===== src/rtl/div_iter.sv =====
// Iterative 32-bit restoring divider returning {remainder, quotient}.
// Latency: 33 cycles from the sampled request to ready_o (2 for divide by zero).
// Backpressure: the requester holds start_i until ready_o; the result is held in END until start_i drops.
module div_iter (
   input  logic        clk,
   input  logic        rst,
   input  logic        signed_div_i,
   input  logic [31:0] opdata1_i,
   input  logic [31:0] opdata2_i,
   input  logic        start_i,
   input  logic        annul_i,
   output logic [63:0] result_o,
   output logic        ready_o
);

   typedef enum logic [1:0] {S_IDLE, S_BYZERO, S_ON, S_END} state_t;

   state_t      state;
   logic [4:0]  cnt;
   logic [31:0] rem_q;   // partial remainder
   logic [31:0] dvd_q;   // dividend bits shift out of the top, quotient bits shift in at the bottom
   logic [31:0] dsr_q;   // divisor magnitude
   logic        neg_a;   // dividend was negative (signed mode only)
   logic        neg_b;   // divisor was negative (signed mode only)

   logic [32:0] shifted;
   logic [33:0] sub;
   logic        borrow;
   logic [31:0] rem_next;
   logic [31:0] quo_next;
   logic [31:0] quo_fix;
   logic [31:0] rem_fix;

   // One restoring step plus the sign fix-up applied on the final step
   always_comb begin
      shifted  = {rem_q, dvd_q[31]};
      sub      = {1'b0, shifted} - {2'b00, dsr_q};
      borrow   = sub[33];
      // The remainder always stays below the divisor, so 32 bits suffice
      rem_next = borrow ? shifted[31:0] : sub[31:0];
      quo_next = {dvd_q[30:0], ~borrow};
      quo_fix  = (neg_a ^ neg_b) ? (~quo_next + 32'd1) : quo_next;
      rem_fix  = neg_a ? (~rem_next + 32'd1) : rem_next;
   end

   // Control FSM with registered result and ready
   always_ff @(posedge clk or posedge rst) begin
      if (rst) begin
         state    <= S_IDLE;
         cnt      <= 5'd0;
         rem_q    <= 32'd0;
         dvd_q    <= 32'd0;
         dsr_q    <= 32'd0;
         neg_a    <= 1'b0;
         neg_b    <= 1'b0;
         result_o <= 64'd0;
         ready_o  <= 1'b0;
      end else begin
         case (state)
            S_IDLE: begin
               if (start_i && !annul_i) begin
                  if (opdata2_i == 32'd0) begin
                     state <= S_BYZERO;
                  end else begin
                     state <= S_ON;
                     cnt   <= 5'd0;
                     rem_q <= 32'd0;
                     neg_a <= signed_div_i & opdata1_i[31];
                     neg_b <= signed_div_i & opdata2_i[31];
                     dvd_q <= (signed_div_i && opdata1_i[31]) ? (~opdata1_i + 32'd1) : opdata1_i;
                     dsr_q <= (signed_div_i && opdata2_i[31]) ? (~opdata2_i + 32'd1) : opdata2_i;
                  end
               end
            end
            S_BYZERO: begin
               if (annul_i) begin
                  state <= S_IDLE;
               end else begin
                  state    <= S_END;
                  ready_o  <= 1'b1;
                  result_o <= 64'd0;
               end
            end
            S_ON: begin
               if (annul_i) begin
                  state <= S_IDLE;
               end else begin
                  rem_q <= rem_next;
                  dvd_q <= quo_next;
                  cnt   <= cnt + 5'd1;
                  if (cnt == 5'd31) begin
                     state    <= S_END;
                     ready_o  <= 1'b1;
                     result_o <= {rem_fix, quo_fix};
                  end
               end
            end
            S_END: begin
               if (!start_i) begin
                  state    <= S_IDLE;
                  ready_o  <= 1'b0;
                  result_o <= 64'd0;
               end
            end
            default: state <= S_IDLE;
         endcase
      end
   end

endmodule


===== config.mk =====
export PLATFORM = sky130hd
export DESIGN_NAME = div_iter
export DESIGN_NICKNAME = d
export VERILOG_FILES = /design/src/rtl/div_iter.sv
export SDC_FILE = /design/constraint.sdc
export NUM_CORES = 1
export LEC_CHECK = 0
export BUFFER_PORTS_ARGS = -buffer_cell sky130_fd_sc_hd__buf_2
export CORE_MARGIN = 2
export CORE_UTILIZATION = 45
export CTS_BUF_LIST = sky130_fd_sc_hd__clkbuf_8 sky130_fd_sc_hd__clkbuf_16
export CTS_CLUSTER_SIZE = 10
export DETAILED_ROUTE_END_ITERATION = 12
export MAX_ROUTING_LAYER = met4
export PLACE_DENSITY = 0.68
export SLEW_MARGIN = 5
export SYNTH_ARGS = -nofsm -noshare
export SYNTH_HDL_FRONTEND = slang
export SYNTH_SLANG_ARGS = --single-unit

===== constraint.sdc =====
create_clock -name clk -period 8.81 [get_ports clk]
set_clock_uncertainty 0.1 [all_clocks]
set_input_delay 1.3215 -clock clk [delete_from_list [all_inputs] [get_ports clk]]
set_output_delay 1.3215 -clock clk [all_outputs]
set_load 0.01 [all_outputs]

# After elaboration in Yosys (flattened, before gate mapping)
# Cells that the tools add are included.
# word_totals
regBits	170
latchBits	0
ramBits	0
mem_bits_ro	0
in_bits	69
word_cells	81
mem_count	0
# classes
add_sub_neg	6
n_mul	0
n_div	0
order_cmp	0
eq_ne	11
shift	0
muxes	34
bitwise	9
n_reduce_logical	12
# ops
cell	n
32-bit two-way mux	11
64-bit two-way mux	4
64-bit case mux with 3 select lines	1
32-bit by 1-bit adder with 32-bit output, second input constant	4
32-bit inverter	4
32-bit case mux with 2 select lines	2
33-bit by 32-bit subtractor with 34-bit output	1
32-bit zero test	1
5-bit two-way mux	3
2-bit two-way mux	6
2-bit != test, second input constant	6
5-bit case mux with 2 select lines	1
2-bit case mux with 4 select lines	1
3-bit AND reduction	2
5-bit by 1-bit adder with 5-bit output, second input constant	1
5-bit equality test, second input constant	1
5-bit AND reduction	1
2-bit equality test, second input constant	2
1-bit two-way mux	4
4-bit AND reduction	1
1-bit logical AND	3
3-bit != test, second input constant	1
1-bit case mux with 3 select lines	1
3-bit nonzero test	1
other kinds (7)	9

# Longest topological paths before layout
# depth
depth_word	8
mapped_depth	23
ltp_nobuf	19

# Worst setup path before layout
# OpenSTA, ideal clock, no wires.
# synth_path
path_type	register to register
from	reg rem_q[13]
to	reg result_o[56]
setup_ns	0.131
arrival_ns	4.833
required_time_ns	8.579
slack_ns	3.747
stages_incl_launch_ff	20
n_path_buf	4
synth_period_minus_slack_ns	5.063
cell_sequence	dfrtp_1 ha_1 buf_2 nand4_1 nor3_1 o311ai_4 nand3_4 buf_6 buf_2 buf_1 nand2_1 o21ai_0 ha_1 or4b_1 o41ai_1 nand2_1 or3_4 o31ai_2 xnor2_1 o21ai_1
# synth_via
elab_chain_len	8
# synth_lines
item	line	text
from (decl)	20	logic [31:0] rem_q;
from (signal assigned)	88	rem_q <= rem_next;
33-bit by 32-bit subtractor with 34-bit output	37	sub = {1'b0, shifted} - {2'b00, dsr_q};
32-bit two-way mux (*)	40	rem_next = borrow ? shifted[31:0] : sub[31:0];
32-bit inverter	43	rem_fix = neg_a ? (~rem_next + 32'd1) : rem_next;
32-bit by 1-bit adder with 32-bit output	43	
32-bit two-way mux (*)	43	
64-bit two-way mux (*)	91	if (cnt == 5'd31) begin
64-bit two-way mux (*)	85	if (annul_i) begin
64-bit case mux with 3 select lines (*)	59	case (state)
to (signal assigned)	94	result_o <= {rem_fix, quo_fix};
to (decl)	12	output logic [63:0] result_o,
# Every way passes the cells marked *; elsewhere a longest branch is shown, timed or not. The select of a mux whose other input is x is not followed.
# A chain may end at the register's enable or synchronous reset.

# Worst setup path in the final report
# layout_path
from	reg rem_q[5]
to	reg result_o[56]
# Same word-level chain as after synthesis.

==> flow_metrics.tcl <==
set metrics [dict create \
    leakage_nw 6.11 \
    routed_via_density 5.97 \
    worstSetupEndpointType "flip-flop" \
    grt_pass1_vias 10800 \
    htree_levels 4 \
    antenna_cells 0 \
    drive_gt1_share_pct 13.6 \
    arrival_ns 6.09 \
    path_clk_slew_ns 0.08 \
    setup_tns_ns 0 \
    irDropWorstVdd_mv 0.153 \
    yosysMostFrequentCell "nand2_1" \
    initial_core_util_pct 45.6 \
    syn-num-nets 1602 \
    path_class "flip-flop to flip-flop" \
    hold_path_end "result_o[12]" \
    synth_edf_count 0 \
    netlist.area_leader.share_pct 34.8 \
    fp-row-count 60 \
    first_pass_iters 5 \
    status "completed" \
    cts_buffers 17 \
    synthTopCellsByCount "nand2_1 (237), dfrtp_1 (170), o21ai_0 (153), nor2_1 (107), xnor2_1 (73)" \
    die_w_um 169 \
    wl_per_cell_um 19.0 \
    ios 134 \
    clockBufferDepth 2 \
    cts_tree "yes" \
    hold_violations 0 \
    hp-class "flip-flop to flip-flop" \
    fmax_ghz 0.170 \
    coreArea_mm2 0.0268 \
    grt_max_degree 74 \
    cts_setup_buffers 0 \
    synth_warnings 0 \
    wl_mm 36.6 \
    post_cts_resize_count 0 \
    cp.required_ns 9.03 \
    start_kind "flip-flop" \
    worst_pin_slew_ns 1.15 \
    rsz0062_at_grt "false" \
    reg2reg_to "result_o[56]" \
    syn_area_mm2 0.0122 \
    synth_area_per_cell_um2 8.20 \
    setup_ws_ns 2.93 \
    pre_cts_ws_ns 3.04 \
    globalplace.congestion 0.975 \
    vias 11500 \
    drc 0 \
    register_area_mm2 0.00425 \
    nets 1687 \
    finalCritPeriodShare_pct 66.7 \
    async_flop_share_pct 100 \
    yosysUniqueCellTypes 83 \
    cts-root-buf "clkbuf_16" \
    grt_first_pass_wirelength_mm 58.9 \
    clkLatencyLatePin_ns 0.45 \
    dp_hpwl_mm 27.6 \
    reg2regPathDepth 15 \
    worstHoldStart "result_o[12]" \
    slew_viol_final 0 \
    multiInputGateArea_mm2 0.00738 \
    period_minus_slack_ns 5.88 \
    netlist_instances 1489 \
    antenna_found_initial 0 \
    area_delta_synth_final_pct 11.9 \
    crit_path_max_fanout 48 \
    grt_use_total_pct 26.9 \
    numClockSinks 170 \
    drt_first_iter_violations 1008 \
    die_h_um 169 \
    yosys.area.top_type "dfrtp_1" \
    synth_seq_area_share_pct 34.8 \
    synthTopCellsByArea "dfrtp_1 (35%), nand2_1 (7.3%), o21ai_0 (6.3%)" \
    cts_hold_buf 0 \
    ys.flop_type "dfrtp_1" \
    port_buffers 133 \
    die-area_mm2 0.0285 \
    power_w 0.00475 \
    rrSetupSlack_ns 2.93 \
    yosys_register_bits 170 \
    fillers 2632 \
    hold_path_depth 2 \
    r2r_start "rem_q[5]" \
    antenna_violating_nets_post_route 0 \
    setup_viol 0 \
    maxCapViolations 0 \
    overflow 0 \
    max-slew-margin-rel_pct 23.2 \
    power_density_mw_per_mm2 347 \
]
[critical path, cell delays in order, from the launching register on]
cell and delay (ns):
dfrtp_1 0.49, ha_1 0.46, a21oi_2 0.25, o21a_1 0.24
nor3_1 0.16, o311ai_4 0.42, nand3_4 0.57, o21ai_0 0.59
ha_1 0.33, or4b_1 0.51, o41ai_1 0.42, nand2_1 0.23
or3_4 0.48, o31ai_2 0.25, xnor2_1 0.15, o21ai_1 0.07
[cell usage in the layout, fill, tap and decap left out, types with 16 or more instances in the layout]
| cell | instances |
|---|---|
| nand2_1 | 236 |
| a221o_1 | 16 |
| nor3_1 | 38 |
| o31ai_1 | 49 |
| xor2_1 | 62 |
| ha_1 | 43 |
| xnor2_1 | 73 |
| o21ai_1 | 18 |
| inv_1 | 64 |
| a21oi_1 | 72 |
| nand3_1 | 30 |
| nor2_1 | 106 |
| mux2i_1 | 16 |
| a31oi_1 | 20 |
| clkbuf_16 | 17 |
| dfrtp_1 | 170 |
| buf_2 | 133 |
| o21ai_0 | 153 |
[per-stage QoR]
stage	cell area [µm²]	utilization, %	hold slack, ns	std cells
floorplan	12200	-	0.345	1489
global placement	13100	48.8	0.358	1896
detailed placement	13100	48.8	0.365	1896
CTS	13700	51.0	0.384	1928
global route	13700	51.0	0.403	1928
finish	13700	51.0	0.377	1928
[area by class of cell]
type / instances / area share, %
repair buffers: 144 / 5.47
clock inverters: 15 / 1.30
flip-flops and latches: 170 / 31.1
inverters: 66 / 1.87
clock buffers: 17 / 3.11
multi-input cells: 1175 / 54.0
well taps: 341 / 3.12
[report_power, final]
group | internal (W) | switching, W
logic | 0.000964 | 0.00174
registers | 0.00105 | 0.000216
clock network | 0.000383 | 0.000389
total | 0.00240 | 0.00235
[how the worst max path moves through the flow]
stage | start | endpoint | slack (ns) | cells past startpoint
3_5_place_dp | opdata2_i[6] | dvd_q[6] | 3.04 | 12
3_3_place_gp | opdata2_i[6] | dvd_q[13] | 3.14 | 12
5_1_grt | rem_q[9] | result_o[56] | 2.68 | 15
4_1_cts | rem_q[5] | result_o[56] | 3.07 | 15
2_1_floorplan | rst | cnt[0] | 2.79 | 1
6_report | rem_q[5] | result_o[56] | 2.93 | 15
[layer usage]
layer	part of all wire (%)	GRT usage (%)	up-vias
met2	46	42.1	383
met1	46	36.3	5525
met3	4.7	2.88	63
li1	-	-	5541
met4	3.0	9.71	0
met5	0	-	-
[kinds of logic after synthesis]
kind of cell / synth area share [%]
adders and majority gates: 4.57
buffers and inverters: 4.84
DFF: 34.8
and+or+nand+nor: 19.7
muxes: 1.77
AOI/OAI and AO/OA: 24.6
xor gates and xnor gates: 9.68
[flip-flops by register name (all words and copies together), names as in the netlist]
| name | cells |
|---|---|
| dvd_q | 32 |
| dsr_q | 32 |
| neg_a | 1 |
| ready_o | 1 |
| state | 2 |
| rem_q | 32 |
| cnt | 5 |
| neg_b | 1 |
| result_o | 64 |
Power figures use the tool's default switching activity.
